## src/rtl/uart_rx_oversample.sv

```systemverilog
// 16x-oversampled UART receiver: start-edge detect, mid-bit sampling, LSB-first data, stop check.
// Define UART_RX_PARITY_EN to add an even-parity bit after the data bits and a parity_error pulse.
module uart_rx_oversample #(
  parameter int unsigned DATA_BITS  = 8,
  parameter int unsigned OVERSAMPLE = 16
) (
  input  logic                 clk_board,
  input  logic                 reset,
  input  logic                 tick_16x,
  input  logic                 rx,
  output logic [DATA_BITS-1:0] data,
  output logic                 data_valid,
  output logic                 frame_error,
`ifdef UART_RX_PARITY_EN
  output logic                 parity_error,
`endif
  output logic                 busy
);

  localparam logic [3:0] MidTick  = 4'(OVERSAMPLE / 2 - 1);
  localparam logic [3:0] LastTick = 4'(OVERSAMPLE - 1);
  localparam logic [2:0] LastBit  = 3'(DATA_BITS - 1);

  typedef enum logic [2:0] {
    StIdle,
    StStart,
    StData,
`ifdef UART_RX_PARITY_EN
    StParity,
`endif
    StStop,
    StWaitHigh
  } state_e;

  state_e               state_q, state_d;
  logic [3:0]           tick_cnt_q, tick_cnt_d;
  logic [2:0]           bit_idx_q, bit_idx_d;
  logic [DATA_BITS-1:0] shreg_q, shreg_d;
  logic [DATA_BITS-1:0] data_q, data_d;
  logic                 data_valid_q, data_valid_d;
  logic                 frame_error_q, frame_error_d;
  logic                 busy_q, busy_d;
  logic                 rx_meta_q, rx_sync_q;
`ifdef UART_RX_PARITY_EN
  logic                 par_bit_q, par_bit_d;
  logic                 parity_error_q, parity_error_d;
  logic                 parity_ok;

  // Even parity: data bits plus parity bit must XOR to zero.
  assign parity_ok = ~((^shreg_q) ^ par_bit_q);
`endif

  always_comb begin
    state_d       = state_q;
    tick_cnt_d    = tick_cnt_q;
    bit_idx_d     = bit_idx_q;
    shreg_d       = shreg_q;
    data_d        = data_q;
    data_valid_d  = 1'b0;
    frame_error_d = 1'b0;
`ifdef UART_RX_PARITY_EN
    par_bit_d      = par_bit_q;
    parity_error_d = 1'b0;
`endif

    if (tick_16x) begin
      tick_cnt_d = tick_cnt_q + 4'd1;
      unique case (state_q)
        StIdle: begin
          tick_cnt_d = 4'd0;
          if (!rx_sync_q) begin
            state_d = StStart;
          end
        end
        StStart: begin
          // Re-check the line at mid start bit to reject glitches.
          if (tick_cnt_q == MidTick) begin
            tick_cnt_d = 4'd0;
            bit_idx_d  = 3'd0;
            state_d    = rx_sync_q ? StIdle : StData;
          end
        end
        StData: begin
          if (tick_cnt_q == LastTick) begin
            shreg_d = {rx_sync_q, shreg_q[DATA_BITS-1:1]};
            if (bit_idx_q == LastBit) begin
`ifdef UART_RX_PARITY_EN
              state_d = StParity;
`else
              state_d = StStop;
`endif
            end else begin
              bit_idx_d = bit_idx_q + 3'd1;
            end
          end
        end
`ifdef UART_RX_PARITY_EN
        StParity: begin
          if (tick_cnt_q == LastTick) begin
            par_bit_d = rx_sync_q;
            state_d   = StStop;
          end
        end
`endif
        StStop: begin
          if (tick_cnt_q == LastTick) begin
            if (rx_sync_q) begin
              state_d = StIdle;
`ifdef UART_RX_PARITY_EN
              if (parity_ok) begin
                data_d       = shreg_q;
                data_valid_d = 1'b1;
              end else begin
                parity_error_d = 1'b1;
              end
`else
              data_d       = shreg_q;
              data_valid_d = 1'b1;
`endif
            end else begin
              frame_error_d = 1'b1;
              state_d       = StWaitHigh;
            end
          end
        end
        StWaitHigh: begin
          // Hold off until the line returns high so a break is not read as a start bit.
          tick_cnt_d = 4'd0;
          if (rx_sync_q) begin
            state_d = StIdle;
          end
        end
        default: begin
          state_d    = StIdle;
          tick_cnt_d = 4'd0;
        end
      endcase
    end

    busy_d = (state_d != StIdle);
  end

  always_ff @(posedge clk_board or posedge reset) begin
    if (reset) begin
      state_q       <= StIdle;
      tick_cnt_q    <= 4'd0;
      bit_idx_q     <= 3'd0;
      shreg_q       <= '0;
      data_q        <= '0;
      data_valid_q  <= 1'b0;
      frame_error_q <= 1'b0;
      busy_q        <= 1'b0;
      rx_meta_q     <= 1'b1;
      rx_sync_q     <= 1'b1;
`ifdef UART_RX_PARITY_EN
      par_bit_q      <= 1'b0;
      parity_error_q <= 1'b0;
`endif
    end else begin
      state_q       <= state_d;
      tick_cnt_q    <= tick_cnt_d;
      bit_idx_q     <= bit_idx_d;
      shreg_q       <= shreg_d;
      data_q        <= data_d;
      data_valid_q  <= data_valid_d;
      frame_error_q <= frame_error_d;
      busy_q        <= busy_d;
      rx_meta_q     <= rx;
      rx_sync_q     <= rx_meta_q;
`ifdef UART_RX_PARITY_EN
      par_bit_q      <= par_bit_d;
      parity_error_q <= parity_error_d;
`endif
    end
  end

  assign data        = data_q;
  assign data_valid  = data_valid_q;
  assign frame_error = frame_error_q;
  assign busy        = busy_q;
`ifdef UART_RX_PARITY_EN
  assign parity_error = parity_error_q;
`endif

  valid_error_exclusive_a: assert property (
    @(posedge clk_board) disable iff (reset) !(data_valid_q && frame_error_q)
  );

endmodule

```

## config.mk

```make
export PLATFORM = sky130hd
export DESIGN_NAME = uart_rx_oversample
export DESIGN_NICKNAME = d
export VERILOG_FILES = /design/src/rtl/uart_rx_oversample.sv
export SDC_FILE = /design/constraint.sdc
export NUM_CORES = 1
export LEC_CHECK = 0
export BUFFER_PORTS_ARGS = -buffer_cell sky130_fd_sc_hd__buf_4
export CORE_ASPECT_RATIO = 1.2
export CORE_MARGIN = 3
export CORE_UTILIZATION = 60
export DETAILED_ROUTE_END_ITERATION = 16
export MAX_ROUTING_LAYER = met4
export PLACE_DENSITY = 0.86
export RECOVER_POWER = 100
export SETUP_SLACK_MARGIN = 0.3
export SYNTH_ARGS = -nofsm -noshare
export SYNTH_HDL_FRONTEND = slang
export SYNTH_SLANG_ARGS = --single-unit
```

## constraint.sdc

```tcl
create_clock -name clk_board -period 2.64 [get_ports clk_board]
set_input_delay 0.132 -clock clk_board [delete_from_list [all_inputs] [get_ports clk_board]]
set_output_delay 0.132 -clock clk_board [all_outputs]
set_load 0.005 [all_outputs]
```

# Word-level counts from Yosys, hierarchy flattened
# Cells that the tools add are included.
[word_totals]
output_inout_bits = 11
reg_bits = 31
input_bits = 4
word_cells = 53
[classes]
add_sub_neg = 2
eq_ne = 10
mux = 24
n_reduce_logical = 7
[ops]
columns = ["cell", "n"]
rows = [
  ["$mux W3", 11],
  ["$pmux W3 S5", 1],
  ["$mux W1", 8],
  ["$pmux W4 S2", 1],
  ["$eq A3 B2 Y1 const B", 2],
  ["$eq A3 B3 Y1 const B", 2],
  ["$ne A2 B2 Y1 const B", 3],
  ["$pmux W3 S2", 1],
  ["$reduce_and A5 Y1", 1],
  ["$add A4 B1 Y4 const B", 1],
  ["$eq A4 B3 Y1 const B", 1],
  ["$eq A4 B4 Y1 const B", 1],
  ["$mux W4", 1],
  ["$reduce_and A4 Y1", 1],
  ["$add A3 B1 Y3 const B", 1],
  ["$eq A3 B1 Y1 const B", 1],
  ["$logic_not A3 Y1", 1],
  ["$reduce_and A3 Y1", 1],
  ["$reduce_bool A3 Y1", 1],
  ["$mux W2", 1],
  ["$reduce_bool A2 Y1", 1],
  ["$reduce_or A2 Y1", 1],
]

# Longest topological paths before layout
[logic_depth]
depth_word = 6
mapped_depth = 5
depth_no_buf = 5

# Least setup slack after synthesis
# No wires, ideal clock.
[synth_path]
kind = "register to register"
start = "register tick_cnt_q[0]"
end = "register data_q[0], in the netlist data[0]"
required_time_ns = 2.512
path_stages_with_launch = 6
setup_time_ns = 0.128
period_less_slack_ns = 1.743
path_buffers = 0
arrival_time_ns = 1.615
setup_slack_ns = 0.897
path_cell_list = "dfrtp_1 -> ha_1 -> nand4_1 -> or3_4 -> nor2_8 -> mux2_1"
[synth_between]
elab_chain_len = 2
[synth_rtl]
columns = ["item", "line_no", "rtl"]
rows = [
  ["start, declared", "36", "logic [3:0] tick_cnt_q, tick_cnt_d;"],
  ["start signal, assigned", "161", "tick_cnt_q <= tick_cnt_d;"],
  ["$eq A4 B4 Y1", "106", "if (tick_cnt_q == LastTick) begin"],
  ["$reduce_and A4 Y1 (no source line)", "--", ""],
  ["end signal, assigned", "164", "data_q <= data_d;"],
  ["end, declared", "39", "logic [DATA_BITS-1:0] data_q, data_d;"],
]
# No other way between the ends.
# A chain may end at the register's enable or synchronous reset.

# Worst setup path in the final report
[layout_path]
start = "register state_q[1]"
end = "register shreg_q[1]"
[layout_between]
elab_chain_len = 2
[layout_rtl]
columns = ["item", "line_no", "rtl"]
rows = [
  ["start, declared", "35", "state_e state_q, state_d;"],
  ["start signal, assigned", "145", "state_q <= StIdle;"],
  ["start signal, assigned", "160", "state_q <= state_d;"],
  ["$eq A3 B2 Y1", "68", "unique case (state_q)"],
  ["$reduce_and A3 Y1 (no source line)", "--", ""],
  ["end signal, assigned", "163", "shreg_q <= shreg_d;"],
  ["end, declared", "38", "logic [DATA_BITS-1:0] shreg_q, shreg_d;"],
]
# No other way between the ends.

==> results.md <==
* Outcome: finished with violations
* Failing checks: max-capacitance violations, max-slew violations
* Placed cell areas at 0.00153 mm2
* Worst setup EP type: register
* Final setup violation count at 0
* DRT iter0 DRCs at 12
* Worst slew pin tran at 1.55 ns
* CP arrival at 2.27 ns
* Mapped Area at around 0.0014 mm2
* Synth top area share at 51.8%
* Worst skew pair latency at 0.33 ns
* TritonCTS clock tree: built
* Drt first pass iters at 4
* Tot GR Track Use at 20.1%
* Nets at between 100 and 150
* Unique masters post-synth at 40
* Rows at 18
* Vias in the first global route at about 900
* CTS root buf: clkbuf_4
* Area growth, synth to finish at 12.7%
* Leak Pwr at between 0.0008 and 0.0009 uW
* RSZ-0062 raised after global routing: no
* Finished Cell Area at around 0.0016 mm2
* H-tree depth at 2
* Top cells by area, synth: dfrtp_1 52%, mux2_1 10%, dfstp_2 3.8%
* Die height at 58.9 um
* WL final at ~2.4 mm
* CP Cell Sequence: or3b_1, nor2_1, mux2_1
* Flops & latches, synth at 31
* Commonest non-fill, non-tap cell in the layout: dfrtp_1
* Top_reg_cell synth: dfrtp_1
* Max-cap violations at 1
* Placed insts at 150
* DR vias at 903
* Cells after synthesis at 108
* Syn avg cell area at between 10 and 15 um2
* Placed wire-length estimate at 1.77 mm
* Core Footprint at 0.00214 mm2
* CP Buf/Inv Count at 0
* Highest Clock Rate at 485 MHz
* Post-Syn Nets at 115
* Reg clk slew, reported paths at roughly 0.10 ns
* Slowest-stage cell, CP: nor2_1
* Clock tree buffer depth at 2
* Layout cells sized above 1 at 24.6%
* Crit path kind: reg -> reg
* Starting Density at about two thirds
* RePlAce Congestion at 0.923
* Slew margin rel. at -3.66%
* Async SR Flop Fraction at 100%
* Setup Buffers After CTS at 0
* DRT antenna net count at 0
* CTS sink cnt at 31
* Num CTS Buffers at 5
* Post-synth top area cell: dfrtp_1
* Required time of the critical path at around 2.9 ns
* Pin count of the biggest net entering global routing at 32
* WL/cell at 15.1 um
* DR vias/cell at 5.64
* Number of diodes at 0
* Crit-path max FO at 9
* Overflow after GRT at 0
* Initial antenna violation count at 0
* Sequential share of the synthesized area at 55.5%
* First-pass GRT wire length at 4.16 mm
* Final max-slew violation count at 32
* DR DRC count at 0
* Maximum vdd drop at 0.600 mV
* Final Skew at ~0.012 ns
* CP delay by family, top: simple AND/OR/NAND/NOR gates
* Most frequent cells in the layout: 29 x dfrtp_1, 18 x clkbuf_4, 13 x mux2_1
* Tmin final at about 2.1 ns
* Post-synth EDFFs at 0
* Setup TNS at 0 ns
* Final hold viol count at 0
* Pwr dens at 568 mW/mm2
* Die X at approximately 50 um
* Yosys warns at 0
* Period utilisation layout at roughly 78%
* Hold Path Class: in -> reg
* Largest stage delay, worst path at between 0.5 and 0.6 ns
* Port Buffer Count at 14
* Post-Layout Cell Count at between 150 and 200
* Die ar. at 0.00295 mm2
* Ports at 15
* Overall power at 897 uW
* Critical Path Source Type: register
-- metrics by stage --
| step | setup slack, ns | util, % | hold slack, ns |
|---|---|---|---|
| floorplan | 0.897 | - | 0.136 |
| CTS | 0.711 | 75.1 | 0.0557 |
| finish | 0.580 | 73.8 | 0.0536 |
| detailed placement | 0.723 | 71.4 | 0.245 |
| global route | 0.447 | 73.8 | 0.0595 |
| global placement | 0.820 | 71.4 | 0.228 |
-- cell type report --
class,instances,area [um2]
multi-input cells,66,544
fillers,159,561
clock buffers,7,55.1
inverters,8,30.0
clock inverters,1,5.00
well taps,30,37.5
flip-flops and latches,31,778
repair buffers,17,129
-- final timing paths --
kind,from,to,slack [ns],cells past startpoint
max in group asynchronous,reset,busy$_DFF_PP0_,0.84,4
worst max register to register,state_q[1]$_DFF_PP0_,shreg_q[1]$_DFFE_PP0P_,0.58,3
worst min-delay path,tick_16x,tick_cnt_q[0]$_DFFE_PP0P_,0.05,2
worst min register to register,rx_meta_q$_DFF_PP1_,rx_sync_q$_DFF_PP1_,0.36,0
min in group asynchronous,reset,data[3]$_DFFE_PP0P_,0.89,4
worst max-delay path,state_q[1]$_DFF_PP0_,shreg_q[1]$_DFFE_PP0P_,0.58,3
-- cells by family after synthesis --
logic type / count (synthesis) / share of synthesized area (%)
flops: 31 / 55.5
simple gates: 25 / 12.0
mux: 20 / 16.1
compound gates: 18 / 9.91
buf+inv: 11 / 3.84
fa+ha+maj: 3 / 2.68
-- Yosys cell counts (2+ instances only) --
| cell | n |
|---|---|
| inv_1 | 8 |
| mux2_2 | 3 |
| ha_1 | 3 |
| o211ai_1 | 2 |
| or3b_4 | 2 |
| mux2i_1 | 3 |
| o21ai_0 | 2 |
| dfrtp_1 | 29 |
| dfstp_2 | 2 |
| nor2_1 | 6 |
| nand2_1 | 6 |
| o2bb2ai_1 | 2 |
| mux2_1 | 13 |
-- report_power, final --
group / leakage [uW] / switching (uW) / internal, uW / total, uW
logic: 0.000371 / 50.8 / 40.7 / 91.5
registers: 0.000408 / 26.2 / 498 / 525
clock network: 0.0000353 / 152 / 129 / 281
total: 0.000815 / 229 / 668 / 897
-- state kept, by name, summed over array words and instances (netlist names) --
register and flops:
bit_idx_q 3, rx_meta_q 1, rx_sync_q 1, shreg_q 8, data 8, frame_error 1, state_q 3, busy 1
tick_cnt_q 4, data_valid 1
-- routing by layer --
layer | global-route usage [%] | wire length [um]
met1 | 22.2 | 952
met2 | 32.3 | 1280
met3 | 7.85 | 130
met4 | 8.30 | 51
met5 | - | 0
-- repair_timing --
item | in CTS | in global routing
hold endpoints to repair | 30 | 0
setup endpoints to repair | 0 | 0
hold buffers | 2 | 0
resized for setup | 0 | 0
(Power assumes the default switching activity.)
